## src/rtl/pass_attempt_ctrl_if.sv

```systemverilog
// Character handshake between the password source and pass_attempt_ctrl.
interface pass_attempt_ctrl_if;
  logic       char_valid;
  logic [7:0] char_data;
  logic       char_ready;

  modport master (output char_valid, output char_data, input char_ready);
  modport slave  (input char_valid, input char_data, output char_ready);
endinterface

```

## src/rtl/pass_attempt_ctrl.sv

```systemverilog
// Front-end for the password checker: forwards characters, resolves attempts, grants or locks out.
// Optional macro PASS_CTRL_TIMEOUT_EN aborts a partial attempt after TIMEOUT_CYCLES idle cycles.
module pass_attempt_ctrl #(
  parameter int unsigned PASS_LEN       = 5,
  parameter int unsigned CHECK_LAT      = 2,
  parameter int unsigned MAX_FAILS      = 3,
  parameter int unsigned GRANT_CYCLES   = 50,
  parameter int unsigned LOCK_CYCLES    = 1000
`ifdef PASS_CTRL_TIMEOUT_EN
  ,
  parameter int unsigned TIMEOUT_CYCLES = 200
`endif
) (
  input  logic                           clock,
  input  logic                           reset,
  pass_attempt_ctrl_if.slave             char_if,
  output logic                           chk_enable,
  output logic [7:0]                     chk_data,
  output logic                           chk_clear,
  input  logic                           chk_pass_ok,
  output logic                           access_granted,
  output logic                           locked,
  output logic [$clog2(MAX_FAILS+1)-1:0] fail_count,
  output logic                           attempt_done
);

  localparam int unsigned CntW   = $clog2(PASS_LEN + 1);
  localparam int unsigned LatW   = $clog2(CHECK_LAT + 1);
  localparam int unsigned FailW  = $clog2(MAX_FAILS + 1);
  localparam int unsigned GrantW = $clog2(GRANT_CYCLES + 1);
  localparam int unsigned LockW  = $clog2(LOCK_CYCLES + 1);

  localparam logic [CntW-1:0]   CntPenult  = CntW'(PASS_LEN - 1);
  localparam logic [LatW-1:0]   LatLast    = LatW'(CHECK_LAT - 1);
  localparam logic [FailW-1:0]  FailMax    = FailW'(MAX_FAILS);
  localparam logic [FailW-1:0]  FailPenult = FailW'(MAX_FAILS - 1);
  localparam logic [GrantW-1:0] GrantLast  = GrantW'(GRANT_CYCLES - 1);
  localparam logic [LockW-1:0]  LockLast   = LockW'(LOCK_CYCLES - 1);

  typedef enum logic [2:0] {StIdle, StCollect, StCheck, StGrant, StFail, StLockout} state_e;

  state_e            state_q;
  logic [CntW-1:0]   char_cnt_q;
  logic [LatW-1:0]   lat_q;
  logic [GrantW-1:0] grant_q;
  logic [LockW-1:0]  lock_q;
  logic              ready;
  logic              xfer;

`ifdef PASS_CTRL_TIMEOUT_EN
  localparam int unsigned IdleW    = $clog2(TIMEOUT_CYCLES + 1);
  localparam logic [IdleW-1:0] IdleLast = IdleW'(TIMEOUT_CYCLES - 1);
  logic [IdleW-1:0]  idle_q;
`endif

  assign ready              = (state_q == StIdle) || (state_q == StCollect);
  assign char_if.char_ready = ready;
  assign xfer               = char_if.char_valid && ready;

  // Checker is cleared during reset, in FAIL and in the final GRANT cycle.
  assign chk_clear = reset || (state_q == StFail) ||
                     ((state_q == StGrant) && (grant_q == GrantLast));

  always_ff @(posedge clock) begin
    if (reset) begin
      state_q        <= StIdle;
      char_cnt_q     <= '0;
      lat_q          <= '0;
      grant_q        <= '0;
      lock_q         <= '0;
      fail_count     <= '0;
      chk_data       <= '0;
      chk_enable     <= 1'b0;
      access_granted <= 1'b0;
      locked         <= 1'b0;
      attempt_done   <= 1'b0;
`ifdef PASS_CTRL_TIMEOUT_EN
      idle_q         <= '0;
`endif
    end else begin
      chk_enable   <= xfer;
      attempt_done <= 1'b0;
      if (xfer) chk_data <= char_if.char_data;

      unique case (state_q)
        StIdle: begin
          if (xfer) begin
            char_cnt_q <= CntW'(1);
            lat_q      <= '0;
            state_q    <= (PASS_LEN == 1) ? StCheck : StCollect;
`ifdef PASS_CTRL_TIMEOUT_EN
            idle_q     <= '0;
`endif
          end
        end
        StCollect: begin
          if (xfer) begin
            char_cnt_q <= char_cnt_q + 1'b1;
            lat_q      <= '0;
            if (char_cnt_q == CntPenult) state_q <= StCheck;
`ifdef PASS_CTRL_TIMEOUT_EN
            idle_q     <= '0;
          end else if (idle_q == IdleLast) begin
            attempt_done <= 1'b1;
            state_q      <= StFail;
          end else begin
            idle_q <= idle_q + 1'b1;
`endif
          end
        end
        StCheck: begin
          // lat_q counts from the cycle the final chk_enable is high
          if (lat_q == LatLast) begin
            attempt_done <= 1'b1;
            if (chk_pass_ok) begin
              state_q        <= StGrant;
              grant_q        <= '0;
              fail_count     <= '0;
              access_granted <= 1'b1;
            end else begin
              state_q <= StFail;
            end
          end else begin
            lat_q <= lat_q + 1'b1;
          end
        end
        StGrant: begin
          if (grant_q == GrantLast) begin
            state_q        <= StIdle;
            char_cnt_q     <= '0;
            access_granted <= 1'b0;
          end else begin
            grant_q <= grant_q + 1'b1;
          end
        end
        StFail: begin
          char_cnt_q <= '0;
          if (fail_count >= FailPenult) begin
            fail_count <= FailMax;
            lock_q     <= '0;
            locked     <= 1'b1;
            state_q    <= StLockout;
          end else begin
            fail_count <= fail_count + 1'b1;
            state_q    <= StIdle;
          end
        end
        StLockout: begin
          if (lock_q == LockLast) begin
            fail_count <= '0;
            locked     <= 1'b0;
            state_q    <= StIdle;
          end else begin
            lock_q <= lock_q + 1'b1;
          end
        end
        default: state_q <= StIdle;
      endcase
    end
  end

endmodule
```

## src/flat_wrapper.sv

```systemverilog
// flat-port wrapper written by rule: the top's interface ports become plain ports
module pass_attempt_ctrl_flat 
#(
  parameter int unsigned PASS_LEN       = 5,
  parameter int unsigned CHECK_LAT      = 2,
  parameter int unsigned MAX_FAILS      = 3,
  parameter int unsigned GRANT_CYCLES   = 50,
  parameter int unsigned LOCK_CYCLES    = 1000

)
  (clock, reset, chk_enable, chk_data, chk_clear, chk_pass_ok, access_granted, locked, fail_count, attempt_done, char_if_char_valid, char_if_char_data, char_if_char_ready);
  pass_attempt_ctrl_if char_if_i ();
  input  logic clock;
  input  logic reset;
  output logic chk_enable;
  output logic [7:0] chk_data;
  output logic chk_clear;
  input  logic chk_pass_ok;
  output logic access_granted;
  output logic locked;
  output logic [$clog2(MAX_FAILS+1)-1:0] fail_count;
  output logic attempt_done;
  input wire logic [$bits(char_if_i.char_valid)-1:0] char_if_char_valid;
  input wire logic [$bits(char_if_i.char_data)-1:0] char_if_char_data;
  output wire logic [$bits(char_if_i.char_ready)-1:0] char_if_char_ready;
  assign char_if_i.char_valid = char_if_char_valid;
  assign char_if_i.char_data = char_if_char_data;
  assign char_if_char_ready = char_if_i.char_ready;
  pass_attempt_ctrl #(.PASS_LEN(PASS_LEN), .CHECK_LAT(CHECK_LAT), .MAX_FAILS(MAX_FAILS), .GRANT_CYCLES(GRANT_CYCLES), .LOCK_CYCLES(LOCK_CYCLES)) u_core (.clock(clock), .reset(reset), .char_if(char_if_i), .chk_enable(chk_enable), .chk_data(chk_data), .chk_clear(chk_clear), .chk_pass_ok(chk_pass_ok), .access_granted(access_granted), .locked(locked), .fail_count(fail_count), .attempt_done(attempt_done));
endmodule
```

## config.mk

```make
export PLATFORM = sky130hd
export DESIGN_NAME = pass_attempt_ctrl_flat
export DESIGN_NICKNAME = d
export VERILOG_FILES = /design/src/rtl/pass_attempt_ctrl_if.sv /design/src/rtl/pass_attempt_ctrl.sv /design/src/flat_wrapper.sv
export SDC_FILE = /design/constraint.sdc
export NUM_CORES = 1
export LEC_CHECK = 0
export ABC_AREA = 1
export CAP_MARGIN = 10
export CORE_MARGIN = 2
export CORE_UTILIZATION = 45
export CTS_CLUSTER_DIAMETER = 150
export DETAILED_ROUTE_END_ITERATION = 8
export PLACE_DENSITY_LB_ADDON = 0.15
export SLEW_MARGIN = 20
export SYNTH_ARGS = -nofsm -noshare
export SYNTH_HDL_FRONTEND = slang
export SYNTH_SLANG_ARGS = --single-unit
```

## constraint.sdc

```tcl
create_clock -name clock -period 1.34 [get_ports clock]
set_input_delay 0.268 -clock clock [delete_from_list [all_inputs] [get_ports clock]]
set_output_delay 0.268 -clock clock [all_outputs]
set_load 0.1 [all_outputs]
```

## Yosys cells after proc, flatten, opt, wreduce, memory -nomap -nowiden

Index checks and enable logic that the tools add are counted.

- Bits in registers: 38
- Bits in latches: 0
- Memory bits (writable): 0
- Memory bits (read-only): 0
- Input port bits: 12
- Output and inout bits: 16
- Logic and storage cells: 94
- Memories kept: 0

- Add/sub/neg operators: 5
- Multiply operators: 0
- Div/mod/pow operators: 0
- Magnitude comparators: 1
- Equality and inequality tests: 21
- Shifts and indexed selects: 0
- Multiplexer cells: 34
- Bitwise operators: 1
- Reduce and logical (&&, ||, !) cells: 21

Operators with widths:

| cell | number |
|---|---|
| $mux W3 | 9 |
| $mux W10 | 2 |
| $pmux W10 S2 | 1 |
| $mux W6 | 3 |
| $pmux W3 S6 | 1 |
| $reduce_and A4 Y1 | 4 |
| $ne A2 B2 Y1 const B | 7 |
| $mux W2 | 6 |
| $pmux W3 S4 | 1 |
| $pmux W6 S2 | 1 |
| $add A10 B1 Y10 const B | 1 |
| $eq A10 B10 Y1 const B | 1 |
| $ne A2 B1 Y1 const B | 5 |
| $eq A3 B3 Y1 const B | 3 |
| $reduce_and A3 Y1 | 3 |
| $add A6 B1 Y6 const B | 1 |
| $eq A3 B2 Y1 const B | 2 |
| $eq A6 B6 Y1 const B | 1 |
| $mux W1 | 6 |
| $pmux W2 S3 | 1 |
| $reduce_and A6 Y1 | 1 |
| $reduce_bool A2 Y1 | 3 |
| $add A2 B1 Y2 const B | 2 |
| $pmux W1 S2 | 2 |
| other kinds (12) | 16 |

## Logic depth before layout (Yosys ltp)

Gate-level depths: netlist of the first run.

- Word-level depth: 5
- Depth in mapped cells: 11
- Mapped depth without buffers: 11

## Least setup slack after synthesis of the first run

No wires, ideal clock.

- Path kind: flip-flop to flip-flop
- From: register u_core.state_q[2]
- To: register u_core.lat_q[1]
- Library setup time: 71 ps
- Arrival: 2,560 ps
- Data required time: 1,269 ps
- Slack: -1,290 ps
- Cell stages (with the launch flop): 7
- Buffers on the path: 1
- Clock period less this slack: 2,630 ps
- Path through: dfxtp_1 > nor2_1 > nand2_1 > inv_1 > buf_4 > o21ai_0 > a21oi_1

- Word-level cells in the longest chain between the ends: 5
- Elaborated cells on any way between the ends: 11
- Those cells by class: eq/ne: 4; mux: 1; reduce/logical: 6

RTL lines:

| what | line | text |
|---|---|---|
| from (decl) | pass_attempt_ctrl.sv:42 | `state_e state_q;` |
| from (signal assigned) | pass_attempt_ctrl.sv:66 | `state_q <= StIdle;` |
| from (signal assigned) | pass_attempt_ctrl.sv:90 | `state_q <= (PASS_LEN == 1) ? StCheck : StCollect;` |
| from (signal assigned) | pass_attempt_ctrl.sv:100 | `if (char_cnt_q == CntPenult) state_q <= StCheck;` |
| $eq A3 B1 Y1 or $logic_not A3 Y1 (tied branches) | pass_attempt_ctrl.sv:56 | `assign ready = (state_q == StIdle) \|\| (state_q == StCollect);` |
| $logic_or A1 B1 Y1 (*) | pass_attempt_ctrl.sv:56 |  |
| net char_if_char_ready | flat_wrapper.sv:25 | `output wire logic [$bits(char_if_i.char_ready)-1:0] char_if_char_ready;` |
| $logic_and A1 B1 Y1 (*) | pass_attempt_ctrl.sv:58 | `assign xfer = char_if.char_valid && ready;` |
| $ne A2 B1 Y1 (no source line) (*) | - |  |
| $reduce_and A3 Y1 (no source line) (*) | - |  |
| to (signal assigned) | pass_attempt_ctrl.sv:124 | `lat_q <= lat_q + 1'b1;` |
| to (decl) | pass_attempt_ctrl.sv:44 | `logic [LatW-1:0] lat_q;` |

Mark *: on every way through the listed nets, which the timed path passes. The rest lies on a longest branch.
A chain may end at the register's enable or synchronous reset.

## Final worst setup path of the first run

- From: register u_core.grant_q[1]
- To: output port chk_clear

- Word-level cells in the longest chain between the ends: 3

RTL lines:

| what | line | text |
|---|---|---|
| from (decl) | pass_attempt_ctrl.sv:45 | `logic [GrantW-1:0] grant_q;` |
| from (signal assigned) | pass_attempt_ctrl.sv:133 | `grant_q <= grant_q + 1'b1;` |
| $eq A6 B6 Y1 | pass_attempt_ctrl.sv:62 | `((state_q == StGrant) && (grant_q == GrantLast));` |
| $logic_and A1 B1 Y1 | pass_attempt_ctrl.sv:62 |  |
| $logic_or A1 B1 Y1 | pass_attempt_ctrl.sv:61 | `assign chk_clear = reset \|\| (state_q == StFail) \|\|` |
| to (decl) | flat_wrapper.sv:17 | `output logic chk_clear;` |

Every way passes these cells.

==> results of run 1 <==
## per-stage QoR
stage	setup slack, ps	setup TNS [ps]	cell area (um2)	power [mW]	hold WS (ps)
after floorplan	-131	-1480	2020	2.70	423
after global placement	-231	-2980	2920	3.52	457
after detailed placement	-289	-4000	2920	3.56	453
after CTS	-412	-940	3080	4.51	466
after global routing	-486	-2170	3380	5.21	515
final	-415	-726	3380	4.96	486
## cell families after synthesis
group                    after synthesis  share of synthesized area (%)
AO/OA/AOI/OAI                         45                           12.0
AND/OR/NAND/NOR                      165                           35.9
XOR/XNOR                               4                           1.78
buffers and inverters                 40                           7.83
adder cells (fa/ha/maj)                6                           3.82
flip-flops                            38                           38.7
## worst paths after layout
check,slack [ps],start,endpoint,depth (start not counted)
worst max-delay path,-420,u_core.grant_q[1]$_SDFFE_PP0P_,chk_clear,9
worst max register to register,-60,u_core.state_q[1]$_SDFFE_PP0P_,u_core.grant_q[0]$_SDFFE_PP0P_,9
worst min register to register,490,u_core.lat_q[1]$_SDFFE_PP0P_,u_core.lat_q[1]$_SDFFE_PP0P_,2
worst min-delay path,490,u_core.lat_q[1]$_SDFFE_PP0P_,u_core.lat_q[1]$_SDFFE_PP0P_,2
## layout make-up
type	count	area share, %
multi-input cells	220	39.6
well taps	52	1.92
repair buffers	89	27.9
flip-flops and latches	38	23.1
clock inverters	2	0.444
inverters	36	4.29
clock buffers	6	2.77
## repair_timing
item,4_1_cts,5_1_grt
setup buffers,2,8
endpoints found under the setup margin,25,30
pin swaps,5,29
resized for setup,14,69
## state kept, by name, summed over array words and instances, names as in the netlist, 2 cells and up
signal and cells:
u_core.lock_q 10, u_core.chk_data 8, u_core.grant_q 6, u_core.char_cnt_q 3, u_core.state_q 3, u_core.fail_count 2, u_core.lat_q 2
## critical path, cell delays in order, from the launching register on
cell and delay [ps]:
dfxtp_2 330, inv_2 60, ha_4 130, inv_2 30, nor2_2 80, nand2_2 110, nor2_4 150, inv_2 70
nand2_8 70, buf_12 160
## cell usage in the layout (no fill, tap or decap), drive strengths merged
master,count
buf,78
nand2,72
nor2,58
dfxtp,38
inv,36
nand3,26
a21oi,25
o21ai,17
clkdlybuf4s50,11
clkbuf,6
ha,6
nand4,5
xor2,3
nor3,3
clkinvlp,2
xnor2,1
o22ai,1
or2,1
o211ai,1
o21bai,1
## report_power, final
group	switching (mW)	internal [mW]	leakage [nW]	total, mW
combinational	1.57	1.06	1.09	2.64
sequential	0.135	1.27	0.315	1.41
clock	0.440	0.479	0.0486	0.919
total	2.15	2.82	1.46	4.96
## per-layer routing
| metal | part of all wire, % | GRT usage [%] | vias to the layer above |
|---|---|---|---|
| li1 | - | - | 1147 |
| met1 | 40 | 27.2 | 1064 |
| met2 | 50 | 38.4 | 107 |
| met3 | 7.0 | 5.92 | 19 |
| met4 | 2.9 | 8.12 | 0 |
| met5 | 0 | 0 | - |
==> out/results.tsv, run 1 <==
stage	metric	value	unit
outcome	status	finished with violations	
outcome	violations	negative setup slack	
logic_synthesis	ys_types	25	
floorplanning	die_w	70.1	um
logic_synthesis	synth_top_area_share	38.7	%
drt	vias	2337	
floorplanning	die_area	4910	um2
sta	final.min_clock_period	1760	ps
pwr	irDropWorstVdd	1.19	mV
grt	grtUsageTotal	22.5	%
sta	slew_headroom	82.2	%
grt	grt_pass1_wl	9000	um
place	post-place-cells	426	
drt	avgRoutedWirePerCell	14.0	um
logic_synthesis	synth_fp_nets	316	
sta	slew_viol_final	0	
sta	rsz0062_at_grt	true	
logic_synthesis	yosys.area.top_type	dfxtp_1	
logic_synthesis	synth-edff-count	0	
place	hpwl	3700	um
finish	multi_input_area	1340	um2
clock_network	cts_sinks	38	
drt	drt-initial-drc-count	207	
sta	tightestPinTransition	266	ps
sta	hold_violations	0	
place	gp_congestion	0.836	
clock_network	cts_buffers	5	
finish	fin_util	78.8	%
sta	fin_skew	2.69	ps
logic_synthesis	yosysWarnings	0	
logic_synthesis	synth_ff_type	dfxtp_1	
sta	setup_ws	-415	ps
drt	wl	6220	um
worst_hold_path	hp-class	reg2reg	
clock_network	clk_latency	290	ps
setup_path	crit_type	reg2out	
grt	antenna_found_initial	0	
drt	drc	0	
logic_synthesis	synthArstFlopShare	0	%
setup_path	critPathCaptureType	output pin	
floorplanning	io_pins	28	
logic_synthesis	ys_top_cells_by_area	dfxtp_1 39%, nand2_1 12%, nor2_1 11%	
logic_synthesis	netlist_top_cells_count	65 x nand2_1, 55 x nor2_1, 38 x dfxtp_1	
drt	firstDrtPassIters	5	
sta	setup_viol	13	
logic_synthesis	synth.cell_area	1970	um2
finish	drive_gt1_share	40.9	%
place	io_buffers	27	
sta	fin_crit_sh	131	%
logic_synthesis	yosysMostFrequentCell	nand2_1	
pwr	leakagePower	1.46	nW
setup_path	cp-start-kind	flip-flop	
clock_network	cts_tree	built	
logic_synthesis	syn_inst	298	
drt	viasPerCell	5.28	
grt	grt_max_degree	19	
floorplanning	coreArea	4290	um2
clock_network	clk_path_buf_depth	2	
finish	fill_cells	277	
clock_network	cts_hold_buffers	0	
drt	antenna_left	0	
finish	layout.nets	408	
logic_synthesis	ys_ff_latch	38	
sta	fmax	570	MHz
setup_path	crit_fanout	3	
floorplanning	std_cell_rows	24	
finish	diodes	0	
clock_network	root_buffer	clkbuf_8	
floorplanning	floorplan.initialDensity	45.8	%
grt	grt-ovfl-total	0	
pwr	p_per_area	1470	nW/um2
logic_synthesis	synth.yosys.seq_area_share	38.7	%
clock_network	htreeDepth	2	
finish	area_growth	72.2	%
clock_network	cts.clk_slew.worst_paths	80	ps
finish	regArea	781	um2
job	drv_cap	0	
setup_path	arrival	1490	ps
finish	final_cells	443	
setup_path	crit_required	1070	ps
logic_synthesis	synth.avg_cell_area	6.60	um2
floorplanning	die_y	70.1	um
grt	grt_pass1_vias	2103	
No activity file was read; power rests on OpenSTA's default activity.
==> run 2, diff against run 1 <==
--- a/config.mk
+++ b/config.mk
@@ -12,7 +12,6 @@
 export CTS_CLUSTER_DIAMETER = 150
 export DETAILED_ROUTE_END_ITERATION = 8
 export PLACE_DENSITY_LB_ADDON = 0.15
-export SLEW_MARGIN = 20
 export SYNTH_ARGS = -nofsm -noshare
 export SYNTH_HDL_FRONTEND = slang
 export SYNTH_SLANG_ARGS = --single-unit
==> results of run 2 <==
Same layout as run 1: the final DEF is identical, and so are final timing and power.
